**config.mk**
```make
export PLATFORM = sky130hd
export DESIGN_NAME = alu_operand_sequencer
export DESIGN_NICKNAME = d
export VERILOG_FILES = /design/src/rtl/alu_pkg.sv /design/src/rtl/enreg.sv /design/src/rtl/alu_operand_sequencer.sv
export SDC_FILE = /design/constraint.sdc
export NUM_CORES = 1
export LEC_CHECK = 0
export CAP_MARGIN = 20
export CORE_UTILIZATION = 42
export CTS_BUF_LIST = sky130_fd_sc_hd__clkbuf_4
export DETAILED_ROUTE_END_ITERATION = 12
export GPL_TIMING_DRIVEN = 0
export MAX_ROUTING_LAYER = met4
export PLACE_DENSITY = 0.87
export SYNTH_ARGS = -nofsm -noshare
export SYNTH_HDL_FRONTEND = slang
export SYNTH_SLANG_ARGS = --single-unit
```
**constraint.sdc**
```tcl
create_clock -name clk -period 1.6 [get_ports clk]
set_clock_uncertainty 0.15 [all_clocks]
set_input_delay 0.24 -clock clk [delete_from_list [all_inputs] [get_ports clk]]
set_output_delay 0.24 -clock clk [all_outputs]
set_load 0.005 [all_outputs]
```
**src/rtl/alu_pkg.sv**
```systemverilog
// alu_pkg: shared widths, sequencer state encoding and ALU opcodes.
// Rev 1.0
`default_nettype none

package alu_pkg;

  localparam int ALU_DATA_W = 8;
  localparam int ALU_OP_W   = 3;

  typedef enum logic [2:0] {
    LOAD_A  = 3'd0,
    LOAD_B  = 3'd1,
    LOAD_OP = 3'd2,
    EXEC    = 3'd3,
    HOLD    = 3'd4
  } seq_state_t;

  localparam logic [ALU_OP_W-1:0] OP_ADD = 3'd0;
  localparam logic [ALU_OP_W-1:0] OP_SUB = 3'd1;
  localparam logic [ALU_OP_W-1:0] OP_AND = 3'd2;
  localparam logic [ALU_OP_W-1:0] OP_OR  = 3'd3;
  localparam logic [ALU_OP_W-1:0] OP_XOR = 3'd4;
  localparam logic [ALU_OP_W-1:0] OP_SHL = 3'd5;
  localparam logic [ALU_OP_W-1:0] OP_SHR = 3'd6;
  localparam logic [ALU_OP_W-1:0] OP_PASS_A = 3'd7;

endpackage

`default_nettype wire

```
**src/rtl/enreg.sv**
```systemverilog
// enreg: W-bit register with async active-low reset, sync clear and load enable.
// Rev 1.0
`default_nettype none

module enreg #(
  parameter int W = 8
) (
  input  logic         clk,
  input  logic         reset_n,
  input  logic         clr,
  input  logic         en,
  input  logic [W-1:0] d,
  output logic [W-1:0] q
);

  // Clear wins over load so a flush discards a coincident beat.
  always_ff @(posedge clk or negedge reset_n) begin
    if (!reset_n) begin
      q <= '0;
    end else if (clr) begin
      q <= '0;
    end else if (en) begin
      q <= d;
    end
  end

endmodule

`default_nettype wire

```
**src/rtl/alu_operand_sequencer.sv**
```systemverilog
// alu_operand_sequencer: loads A/B/opcode beats for the ALU and returns its result via valid/ready.
// Rev 1.0
`default_nettype none

module alu_operand_sequencer
  import alu_pkg::*;
#(
  parameter int DATA_W = ALU_DATA_W,
  parameter int OP_W   = ALU_OP_W
) (
  input  logic              clk,
  input  logic              reset_n,
  input  logic              flush,
  input  logic              in_valid,
  output logic              in_ready,
  input  logic [DATA_W-1:0] in_data,
  output logic [DATA_W-1:0] alu_a,
  output logic [DATA_W-1:0] alu_b,
  output logic [OP_W-1:0]   alu_op,
  input  logic [DATA_W-1:0] alu_result,
  input  logic              alu_carry,
  output logic              out_valid,
  input  logic              out_ready,
  output logic [DATA_W-1:0] out_data,
  output logic              out_carry,
  output logic              out_zero,
  output logic [7:0]        op_count
);

  seq_state_t state;
  seq_state_t state_next;

  logic              load_a;
  logic              load_b;
  logic              load_op;
  logic              capture;
  logic              xfer;
  logic [DATA_W+1:0] res_d;
  logic [DATA_W+1:0] res_q;

  assign in_ready  = (state == LOAD_A) || (state == LOAD_B) || (state == LOAD_OP);
  assign out_valid = (state == HOLD);

  assign load_a  = (state == LOAD_A)  && in_valid;
  assign load_b  = (state == LOAD_B)  && in_valid;
  assign load_op = (state == LOAD_OP) && in_valid;
  assign capture = (state == EXEC);
  assign xfer    = (state == HOLD) && out_ready && !flush;

  always_ff @(posedge clk or negedge reset_n) begin
    if (!reset_n) begin
      state <= LOAD_A;
    end else begin
      state <= state_next;
    end
  end

  always_comb begin
    state_next = state;
    unique case (state)
      LOAD_A:  if (in_valid)  state_next = LOAD_B;
      LOAD_B:  if (in_valid)  state_next = LOAD_OP;
      LOAD_OP: if (in_valid)  state_next = EXEC;
      EXEC:                   state_next = HOLD;
      HOLD:    if (out_ready) state_next = LOAD_A;
      default:                state_next = LOAD_A;
    endcase
    if (flush) begin
      state_next = LOAD_A;
    end
  end

  always_ff @(posedge clk or negedge reset_n) begin
    if (!reset_n) begin
      op_count <= 8'd0;
    end else if (xfer) begin
      op_count <= op_count + 8'd1;
    end
  end

  enreg #(.W(DATA_W)) u_reg_a (
    .clk(clk), .reset_n(reset_n), .clr(flush), .en(load_a), .d(in_data), .q(alu_a)
  );

  enreg #(.W(DATA_W)) u_reg_b (
    .clk(clk), .reset_n(reset_n), .clr(flush), .en(load_b), .d(in_data), .q(alu_b)
  );

  enreg #(.W(OP_W)) u_reg_op (
    .clk(clk), .reset_n(reset_n), .clr(flush), .en(load_op), .d(in_data[OP_W-1:0]), .q(alu_op)
  );

  // Zero flag is derived locally from the result, packed above carry.
  assign res_d = {(alu_result == '0), alu_carry, alu_result};

  enreg #(.W(DATA_W+2)) u_reg_res (
    .clk(clk), .reset_n(reset_n), .clr(flush), .en(capture), .d(res_d), .q(res_q)
  );

  assign out_data  = res_q[DATA_W-1:0];
  assign out_carry = res_q[DATA_W];
  assign out_zero  = res_q[DATA_W+1];

endmodule

`default_nettype wire

```
==> Word level (Yosys, flattened, before mapping) <==
Cells that the tools add are included.
{ "totals": {"elab_cells": 44, "reg_bits": 40, "output_inout_bits": 39, "inputBits": 22} }
{ "classes": {"n_reduce_logical": 15, "mux": 14, "n_addsub": 1, "n_eq_ne": 8} }
{ "op_table": {"columns": ["cell", "count"], "rows": [
  ["$mux W8", 4],
  ["$mux W3", 7],
  ["$mux W10", 2],
  ["$pmux W3 S5", 1],
  ["$ne A3 B3 Y1 const B", 3],
  ["$add A8 B1 Y8 const B", 1],
  ["$logic_not A8 Y1", 1],
  ["$reduce_bool A2 Y1", 4],
  ["$eq A3 B2 Y1 const B", 2],
  ["$logic_and A1 B1 Y1", 5],
  ["$reduce_and A4 Y1", 1],
  ["$eq A3 B1 Y1 const B", 1],
  ["$eq A3 B3 Y1 const B", 1],
  ["$logic_not A3 Y1", 1],
  ["$ne A3 B2 Y1 const B", 1],
  ["$logic_or A1 B1 Y1", 2],
  ["$logic_not A1 Y1", 1]
]} }

==> Depth between registers and ports, before layout <==
{ "logic_depth": {"ltp_word": 4, "mapped_depth": 5, "depth_no_buf": 4} }

==> Modules after synthesis <==
Synthesis repeated with hierarchy kept, for this count alone.
{ "hier_totals": {"cells_unflattened": 147, "area_unflattened_um2": 1744.2} }
{ "by_module_without_submodules": {"columns": ["module", "area_each_um2", "n_inst", "cells_per_inst", "seq_area_each_um2"], "rows": [
  ["enreg at u_reg_a ...", 325.3, 2, 26, 200.2],
  ["alu_operand_sequencer", 574.3, 1, 54, 275.3],
  ["enreg at u_reg_res", 402.9, 1, 32, 250.2],
  ["enreg at u_reg_op", 116.4, 1, 9, 75.1]
]} }

==> Least setup slack after synthesis <==
No wires, ideal clock.
{ "synth_timing": {"kind": "register to register", "start": "register state[0]", "end": "register u_reg_b.q[0]", "path_buffers": 1, "period_less_slack_ns": 1.590, "slack_ns": 0.010, "setup_ns": 0.125, "t_arrival_ns": 1.316, "t_required_ns": 1.325, "stages_incl_launch_ff": 5, "path_cell_list": "dfrtp_1 buf_6 nor2b_1 a21oi_2 mux2_2"} }
{ "synth_via": {"elab_chain_len": 3} }
{ "synth_lines": {"columns": ["element", "line", "rtl"], "rows": [
  ["start: declaration", "alu_operand_sequencer.sv:30", "seq_state_t state;"],
  ["start signal: assignment", "alu_operand_sequencer.sv:54", "state <= state_next;"],
  ["$eq A3 B1 Y1", "alu_operand_sequencer.sv:45", "assign load_b = (state == LOAD_B) && in_valid;"],
  ["$logic_and A1 B1 Y1", "alu_operand_sequencer.sv:45", null],
  ["$reduce_bool A2 Y1 (no line)", null, null],
  ["end signal: assignment", "enreg.sv:19", "q <= '0;"],
  ["end signal: assignment", "enreg.sv:21", "q <= '0;"],
  ["end signal: assignment", "enreg.sv:23", "q <= d;"],
  ["end: declaration", "enreg.sv:13", "output logic [W-1:0] q"]
]} }
Every way passes these cells.
A chain may end at the register's enable or synchronous reset.

==> Worst setup path in the final report <==
{ "layout_timing": {"start": "register state[0]", "end": "register op_count[1]"} }
{ "layout_via": {"elab_chain_len": 3} }
{ "layout_lines": {"columns": ["element", "line", "rtl"], "rows": [
  ["$eq A3 B3 Y1", "alu_operand_sequencer.sv:48", "assign xfer = (state == HOLD) && out_ready && !flush;"],
  ["$logic_and A1 B1 Y1 (2 in series)", "alu_operand_sequencer.sv:48", null],
  ["end signal: assignment", "alu_operand_sequencer.sv:77", "op_count <= op_count + 8'd1;"],
  ["end: declaration", "alu_operand_sequencer.sv:27", "output logic [7:0] op_count"]
]} }
Every way passes these cells.

==> reports/metrics.csv <==
stage,metric,value,unit
cts,"Clk Latency, worst-skew pair",340,ps
drt,Post-Route WL,4340,um
drt,Post-DRT Antenna Nets,0,
sta,Worst-Margin Slew,871,ps
floorplanning,num rows,23,
floorplanning,die area,0.00440,sq mm
status,violations in the final reports,negative setup slack,
cts,clk sinks,40,
drt,initial drt markers,69,
logic_synthesis,Synth area leader,dfrtp_1,
logic_synthesis,"EDFF count, synth",0,
logic_synthesis,most common cell in the synthesized netlist,dfrtp_1,
sta,fmax,624,MHz
layout,final std cells w/o fill,280,
logic_synthesis,synthesized area per cell,12.1,sq um
critical_path,critical path's slowest cell,dfrtp_1,
placed_design,RD Place Congestion,0.726,
drt,via count of the routed design,1433,
sta,RSZ-0062 raised after global routing,yes,
logic_synthesis,Syn Inst Count,144,
logic_synthesis,"FF+latch count, synth",40,
floorplanning,core area,0.00400,sq mm
critical_path,CP max FO,10,
drt,Vias/cell,5.12,
layout,Area growth syn-to-layout,53.9,%
flow_run,maxcap violations,0,
logic_synthesis,asr flop ratio synth,100,%
cts,root buffer cell,clkbuf_4,
logic_synthesis,Area contributors post-synth,"dfrtp_1, mux2_2, a22o_1",
pwr,Leakage,0.00150,uW
logic_synthesis,Yosys warning count,0,
placed_design,port bufs,60,
sta,setup ws final,-3.55,ps
cts,clock buffer depth,2,
critical_path,WP buf/inv,1,
critical_path,reg2reg start,state[0],
logic_synthesis,Synth top cells by count,"dfrtp_1, nand2_1, mux2_2, a21oi_1, nor2b_1",
hold_path,worst hold start,in_data[7],
floorplanning,I/O Pins,61,
cts,clock-pin transition on the worst setup and hold timing paths,120,ps
cts,CTS tree,built,
sta,final period utilization,100,%
critical_path,"critical path, cell by cell","buf_6, nor4b_4, nand2_1, mux2_2",
logic_synthesis,count of cell types in the netlist,33,
grt,met3 GRT Util,5.69,%
grt,busiest layer in global routing,met2,
grt,pin count of the biggest net entering global routing,41,
layout,Antenna diodes,0,
layout,fill count,313,
cts,CTS buffer count,5,
grt,global-route wire length before repair,6810,um
pwr,PwrDens,722,mW/mm^2
drt,Routed wire per std cell,15.5,um
grt,number of global-route vias before repair,1423,
critical_path,Crit Path Class,reg -> reg,
placed_design,placed instance count,254,
layout,layout cells sized above 1,28.3,%
grt,initial antenna violation count,0,
floorplanning,starting density of the core,43.5,%
critical_path,Worst setup EP type,flop,
drt,DRT Pass-1 Iters,6,
drt,final routed DRC violation total,0,
sta,"Hold Violations, Final",0,
status,outcome,finished with violations,
sta,# setup viols final,3,
logic_synthesis,cell area after synthesis,0.00174,sq mm
sta,max_slew headroom,42.0,%
critical_path,Worst setup startpoint,state[0],
logic_synthesis,sequential area share after synthesis,57.6,%
hold_path,Hold Path Class,in -> reg,
critical_path,"delay-heaviest family, CP",simple AND/OR/NAND/NOR gates,
logic_synthesis,syn nets,167,
critical_path,Worst Path Required,1690,ps
critical_path,Worst path max stage delay,390,ps
cts,htree depth,2,
floorplanning,Die Height,66.4,um
pwr,Max VDD drop,0.441,mV
grt,met2 usage,35.5,%
grt,GRT Total Usage,22.0,%
layout,fin nets,253,
critical_path,crit path launch type,flop,
placed_design,DP Wirelength,2760,um
sta,fin. max-slew vios,0,
sta,fin crit period,1600,ps
logic_synthesis,Post-synth top flop,dfrtp_1,
placed_design,DP Worst Slack,-471,ps
critical_path,CP arrival,1690,ps
grt,GR Overflow Total,0,
pwr,Power Total,1930,uW
logic_synthesis,Synth top area share,57.6,%
floorplanning,Die Width,66.4,um
grt,M1 GR Usage,25.7,%
[report_power, final]
part / switching [uW] / internal, uW
clock network: 305 / 154
registers: 27.1 / 1060
logic: 170 / 212
total: 502 / 1430
[path summary, 6_finish.rpt]
kind	to	slack, ps	cells after the start
worst max-delay path	op_count[1]	-4	4
min in group asynchronous	op_count[6]	400	2
worst min-delay path	u_reg_a.q[7]	320	3
worst max register to register	op_count[1]	-4	4
worst min register to register	u_reg_res.q[6]	360	1
max in group asynchronous	u_reg_res.q[3]	360	2
[flip-flops by register name, summed over array words and instances (netlist names)]
register and cells:
u_reg_res.q 10, u_reg_op.q 3, u_reg_a.q 8, op_count 8
state 3, u_reg_b.q 8
[logic make-up after synthesis]
family,after synthesis,synth area share (%)
xor+xnor,7,3.53
mux,13,8.35
flops,40,57.6
compound gates,24,9.78
buf+inv,9,2.73
simple gates,50,17.3
fa+ha+maj,1,0.719
[metrics by stage]
| stage | TNS (ps) | utilization (%) | hold WS (ps) | instance area (sq um) |
|---|---|---|---|---|
| global route | -521 | 66.9 | 317 | 2680 |
| floorplan | 0 | - | -206 | 1740 |
| global placement | -45490 | 60.1 | 312 | 2400 |
| CTS | 0 | 65.1 | 313 | 2600 |
| finish | -6.05 | 66.9 | 317 | 2680 |
| detailed placement | -13650 | 59.9 | 263 | 2400 |
[cell type report]
| type | count | area (sq um) | share of cell area, % |
|---|---|---|---|
| clock buffer | 5 | 37.5 | 1.40 |
| timing repair buffer | 81 | 751 | 28.1 |
| inverter | 1 | 3.75 | 0.140 |
| buffer | 6 | 51.3 | 1.92 |
| tap | 50 | 62.6 | 2.34 |
| clock inverter | 2 | 7.51 | 0.281 |
| sequential | 40 | 1000 | 37.4 |
| multi-input combinational | 95 | 762 | 28.5 |
[placed cells by master, fill, tap and decap left out, types with 7 or more instances in the layout]
master	count
dfrtp_1	40
dlygate4sd2_1	28
clkdlybuf4s50_1	19
nand2_1	16
buf_4	16
mux2_2	12
dlymetal6s2s_1	10
nor2b_1	9
a22o_1	9
a21oi_1	7
[routing by layer]
layer | routed length (um) | up-vias
li1 | - | 680
met1 | 1820 | 700
met2 | 2220 | 42
met3 | 168 | 11
met4 | 130 | 0
met5 | 0 | -
[worst register-to-register path, stage by stage (launching register included)]
cell and delay, ps:
dfrtp_1 390, buf_6 150, nor4b_4 390, nand2_1 150, mux2_2 280
[what timing repair did]
item,in CTS,in global routing
buffers inserted,17,1
endpoints found under the hold margin,40,0
hold buffers,1,0
cloned,0,2
endpoints found under the setup margin,52,37
pin swaps,5,6
gates resized for setup,50,23
No activity file was read; power rests on OpenSTA's default activity.
